**src/rtl/regfile_dbg_port.sv**
```systemverilog
// Debug access controller for the register file: dumps a register range to an
// output stream or loads a range from an input stream, with wrap at the top.
module regfile_dbg_port #(
    parameter int DATA_W = 32,
    parameter int ADDR_W = 5
) (
    input  logic              clk,
    input  logic              rst,
    input  logic              cmd_valid,
    output logic              cmd_ready,
    input  logic              cmd_load,
    input  logic [ADDR_W-1:0] cmd_base,
    input  logic [ADDR_W-1:0] cmd_count,
    output logic              rf_re,
    output logic [ADDR_W-1:0] rf_raddr,
    input  logic [DATA_W-1:0] rf_rdata,
    output logic              rf_we,
    output logic [ADDR_W-1:0] rf_waddr,
    output logic [DATA_W-1:0] rf_wdata,
    output logic              dout_valid,
    input  logic              dout_ready,
    output logic [DATA_W-1:0] dout_data,
    output logic              dout_last,
    input  logic              din_valid,
    output logic              din_ready,
    input  logic [DATA_W-1:0] din_data,
    output logic              busy,
    output logic              done
);

    typedef enum logic [1:0] {
        S_IDLE,
        S_DUMP,
        S_LOAD,
        S_DONE
    } state_t;

    localparam logic [ADDR_W:0] FULL = {1'b1, {ADDR_W{1'b0}}};
    localparam logic [ADDR_W:0] ONE  = {{ADDR_W{1'b0}}, 1'b1};
    localparam logic [ADDR_W-1:0] A_ONE = {{(ADDR_W-1){1'b0}}, 1'b1};

    state_t            state;
    logic [ADDR_W-1:0] addr;
    logic [ADDR_W:0]   remain;
    logic              more;

    assign more      = (remain != '0);
    assign cmd_ready = !rst && (state == S_IDLE);
    // A stalled output word blocks the next read so no data is dropped.
    assign rf_re     = !rst && (state == S_DUMP) && more &&
                       (!dout_valid || dout_ready);
    assign rf_raddr  = addr;
    assign din_ready = !rst && (state == S_LOAD) && more;

    always_ff @(posedge clk) begin
        if (rst) begin
            state      <= S_IDLE;
            addr       <= '0;
            remain     <= '0;
            rf_we      <= 1'b0;
            rf_waddr   <= '0;
            rf_wdata   <= '0;
            dout_valid <= 1'b0;
            dout_data  <= '0;
            dout_last  <= 1'b0;
            done       <= 1'b0;
            busy       <= 1'b0;
        end else begin
            rf_we <= 1'b0;
            done  <= 1'b0;
            unique case (state)
                S_IDLE: begin
                    if (cmd_valid) begin
                        addr   <= cmd_base;
                        remain <= (cmd_count == '0) ? FULL
                                                    : {1'b0, cmd_count};
                        busy   <= 1'b1;
                        state  <= cmd_load ? S_LOAD : S_DUMP;
                    end
                end
                S_DUMP: begin
                    if (rf_re) begin
                        dout_valid <= 1'b1;
                        dout_data  <= rf_rdata;
                        dout_last  <= (remain == ONE);
                        addr       <= addr + A_ONE;
                        remain     <= remain - ONE;
                    end else if (dout_valid && dout_ready) begin
                        dout_valid <= 1'b0;
                        if (dout_last) begin
                            state <= S_DONE;
                            done  <= 1'b1;
                        end
                    end
                end
                S_LOAD: begin
                    if (din_ready && din_valid) begin
                        rf_we    <= 1'b1;
                        rf_waddr <= addr;
                        rf_wdata <= din_data;
                        addr     <= addr + A_ONE;
                        remain   <= remain - ONE;
                    end else if (!more) begin
                        state <= S_DONE;
                        done  <= 1'b1;
                    end
                end
                S_DONE: begin
                    dout_valid <= 1'b0;
                    dout_last  <= 1'b0;
                    busy       <= 1'b0;
                    state      <= S_IDLE;
                end
            endcase
        end
    end

endmodule

```
**config.mk**
```make
export PLATFORM = sky130hd
export DESIGN_NAME = regfile_dbg_port
export DESIGN_NICKNAME = d
export VERILOG_FILES = /design/src/rtl/regfile_dbg_port.sv
export SDC_FILE = /design/constraint.sdc
export NUM_CORES = 1
export LEC_CHECK = 0
export BUFFER_PORTS_ARGS = -buffer_cell sky130_fd_sc_hd__buf_2
export CAP_MARGIN = 20
export CORE_MARGIN = 8
export CORE_UTILIZATION = 43
export DETAILED_ROUTE_END_ITERATION = 12
export PLACE_DENSITY = 0.77
export SYNTH_ARGS = -nofsm -noshare
export SYNTH_HDL_FRONTEND = slang
export SYNTH_SLANG_ARGS = --single-unit
```
**constraint.sdc**
```tcl
create_clock -name clk -period 1.6 [get_ports clk]
set_input_delay 0.08 -clock clk [delete_from_list [all_inputs] [get_ports clk]]
set_output_delay 0.08 -clock clk [all_outputs]
set_load 0.02 [all_outputs]
```
==> results.yml <==
clock_tree:
  clkSinkCount: 87
  cts_root_buf: "clkbuf_8"
  cts_tree: "built"
  cts.clk_slew.worst_paths_ns: 0.09
  max-clock-path-buffers: 2
  clkLatencyLatePin_ns: 0.37
  cts_buffers: 9
  h-tree-depth: 3
worst_setup_path:
  arrival_ns: 2.11
  cp_data_required_time_ns: 1.87
  path_depth: 10
  max_stage_delay_ns: 0.37
  slowest_stage: "dfxtp_4"
  cp-end-kind: "flop"
  critPathMaxFanout: 8
  r2r_cells: 10
  start_kind: "flop"
  path_cells: "buf_6 -> inv_6 -> ha_4 -> buf_6 -> a211oi_2 -> buf_4 -> o21ai_4 -> buf_12 -> buf_6 -> o32ai_2"
  critPathBufInv: 6
  crit_family: "buffers and inverters"
  crit_top_cell: "buf_6"
  crit_type: "flop to flop"
timing:
  rsz0062_at_grt: "true"
  setup_viol: 87
  worstMarginPinSlew_ns: 0.542
  finalMaxSlewViolations: 0
  period_needed_ns: 1.84
  relSlewSlack_pct: 63.8
  fin_tns_setup_ns: -12.62
  period_share_pct: 115
  hold_violations: 0
  fmax_ghz: 0.542
  finClkSkew_ns: 0.0162
  worst_slack_ns: -0.245
grt:
  met2_usage_pct: 46.3
  grt_overflow: 0
  grt_usage_pct: 25.7
  grt_antenna_before_repair: 2
  grt_max_degree: 52
  grt_first_pass_wirelength_um: 24000
  grt-busiest-layer: "met2"
  grt.met3_usage_pct: 5.47
  grt_pass1_vias: 4736
  gr-usage-met1_pct: 27.7
drt:
  drc: 0
  drtIter0Drc: 334
  vias: 4967
  drt_wl_total_um: 19900
  drt-pass1-iter-count: 5
  ant_nets: 0
  via_per_inst: 5.78
  wl_per_cell_um: 23.1
floorplan:
  initial_core_util_pct: 44.4
  boundaryPins: 162
  die_area_mm2: 0.0117
  row_count: 33
  fp.dieH_um: 108
  core_mm2: 0.00826
  fp.dieW_um: 108
power:
  powerDensity_mw_per_mm2: 1330
  vdd_ir_drop_max_mv: 0.974
  p_leak_nw: 3.36
yosys:
  synth_nets: 536
  synth_warnings: 0
  synth.distinct_cells: 49
  syn_area_per_cell_um2: 8.17
  syn_area_mm2: 0.00367
  synth_seq_cells: 87
  ys_seq_area_share_pct: 47.5
  netlist_instances: 449
placed_design:
  dpl_cell_area_mm2: 0.00483
  post-dp-hpwl_um: 7950
  gp_congestion: 0.881
  io_buffers: 161
  dp_slack_ns: -0.134
cells_and_area:
  final_util_pct: 87.9
  area_growth_pct: 97.9
  nets: 835
  drive_gt1_share_pct: 57.7
  final_area_mm2: 0.00726
outcome:
  status: "finished with violations"
  violations: "negative setup slack"
flow_run:
  maxCapViolCount: 0
hold_path:
  hold_path_class: "primary input to flop"
  hold_depth: 4
## synth_stat cells, drive strengths merged
cell / number / share of area (%)
nand2: 154 / 16
dfxtp: 87 / 47
o21ai: 73 / 10
clkbuf: 18 / 1.8
inv: 13 / 1.3
buf: 11 / 1.8
a211oi: 9 / 2.1
ha: 7 / 2.4
nor2b: 7 / 1.2
o211ai: 7 / 1.4
o32ai: 6 / 2.0
a21oi: 5 / 0.68
nand2b: 5 / 0.85
nor2: 5 / 0.51
nand3: 4 / 0.55
nor3: 4 / 0.55
a221oi: 3 / 0.72
o31ai: 3 / 0.99
a2111oi: 2 / 0.99
a211o: 2 / 0.48
a31oi: 2 / 0.51
a41oi: 2 / 0.48
mux2: 2 / 0.61
nand3b: 2 / 0.41
nor4: 2 / 0.75
o2bb2ai: 2 / 0.48
or4: 2 / 0.51
a22o: 1 / 0.24
a22oi: 1 / 0.20
a2bb2oi: 1 / 0.24
a31o: 1 / 0.24
and2: 1 / 0.17
and4: 1 / 0.24
mux2i: 1 / 0.27
nand4b: 1 / 0.24
o21a: 1 / 0.20
o221a: 1 / 0.31
## layer usage
| layer | wire (um) | vias up |
|---|---|---|
| met3 | 1690 | 115 |
| met1 | 7050 | 2351 |
| met5 | 0 | - |
| li1 | - | 2139 |
| met4 | 1250 | 0 |
| met2 | 9870 | 362 |
## cell families after synthesis
logic type | after synthesis | share of synthesized area, %
fa+ha+maj | 7 | 2.39
buf+inv | 42 | 4.94
mux | 3 | 0.886
compound gates | 122 | 22.6
flops | 87 | 47.5
simple gates | 188 | 21.7
## worst register-to-register path, stage by stage (launching register included)
cell and delay [ns]:
dfxtp_4 0.37, buf_6 0.10, inv_6 0.04, ha_4 0.19, buf_6 0.13, a211oi_2 0.27
buf_4 0.21, o21ai_4 0.08, buf_12 0.16, buf_6 0.11, o32ai_2 0.10
## report_power, final
| group | total (mW) | leakage [nW] | switching [mW] | internal (mW) |
|---|---|---|---|---|
| clock | 1.59 | 0.0972 | 0.863 | 0.728 |
| combinational | 5.21 | 2.55 | 2.78 | 2.44 |
| sequential | 2.87 | 0.709 | 0.305 | 2.56 |
| total | 9.67 | 3.36 | 3.94 | 5.73 |
## layout make-up
cell class / instances / area, um2
flip-flops and latches: 87 / 1760
diodes: 2 / 5.00
well taps: 105 / 131
inverters: 13 / 67.6
repair buffers: 317 / 2650
clock inverters: 6 / 71.3
clock buffers: 9 / 124
fillers: 353 / 997
multi-input cells: 320 / 2450
## path summary, 6_finish.rpt
path               startpoint          end  slack [ns]
setup reg to reg     state[0]    remain[4]       -0.24
setup / recovery     state[0]    remain[4]       -0.24
hold / removal       cmd_load     state[0]        0.04
hold reg to reg   rf_waddr[3]  rf_waddr[3]        0.46
## state kept, by name, summed over array words and instances, names as in the netlist, 2 cells and up
| signal | flops |
|---|---|
| dout_data | 32 |
| rf_wdata | 32 |
| remain | 6 |
| rf_raddr | 5 |
| rf_waddr | 5 |
| state | 2 |
## layout by cell type, fill, tap and decap left out, types with 3 or more instances in the layout
master           n
buf_2          158
nand3_1          4
buf_12           8
o21ai_1         21
ha_1             3
a211oi_2         6
nand2_4         27
nand2_2         37
clkbuf_8         9
o21ai_4          5
dfxtp_2          5
nand2_1         90
a221oi_2         3
o21ai_2         45
buf_4           46
clkbuf_16        7
dlygate4sd3_1   64
inv_1            4
dfxtp_1         80
o211ai_1         7
buf_16           8
ha_4             4
inv_2            4
nor2_1           4
a21oi_1          4
nor3_1           3
clkinvlp_4       4
o32ai_2          6
buf_8            7
nor2b_1          6
buf_6           19
nand2b_1         5
## what timing repair did
item	4_1_cts	5_1_grt
endpoints found under the hold margin	64	0
gates resized for setup	138	141
buffers inserted	31	15
hold buffers	64	0
pin swaps	40	65
setup endpoints to repair	55	88
cloned	13	9
## stage by stage
step	cells	hold WS, ns	power (mW)
global placement	722	0.274	5.97
detailed placement	722	0.280	6.05
CTS	844	0.0287	8.87
global route	859	0.0520	10.0
floorplan	449	0.189	4.86
finish	859	0.0409	9.67
Note: power is estimated with default switching activity, not from simulation.
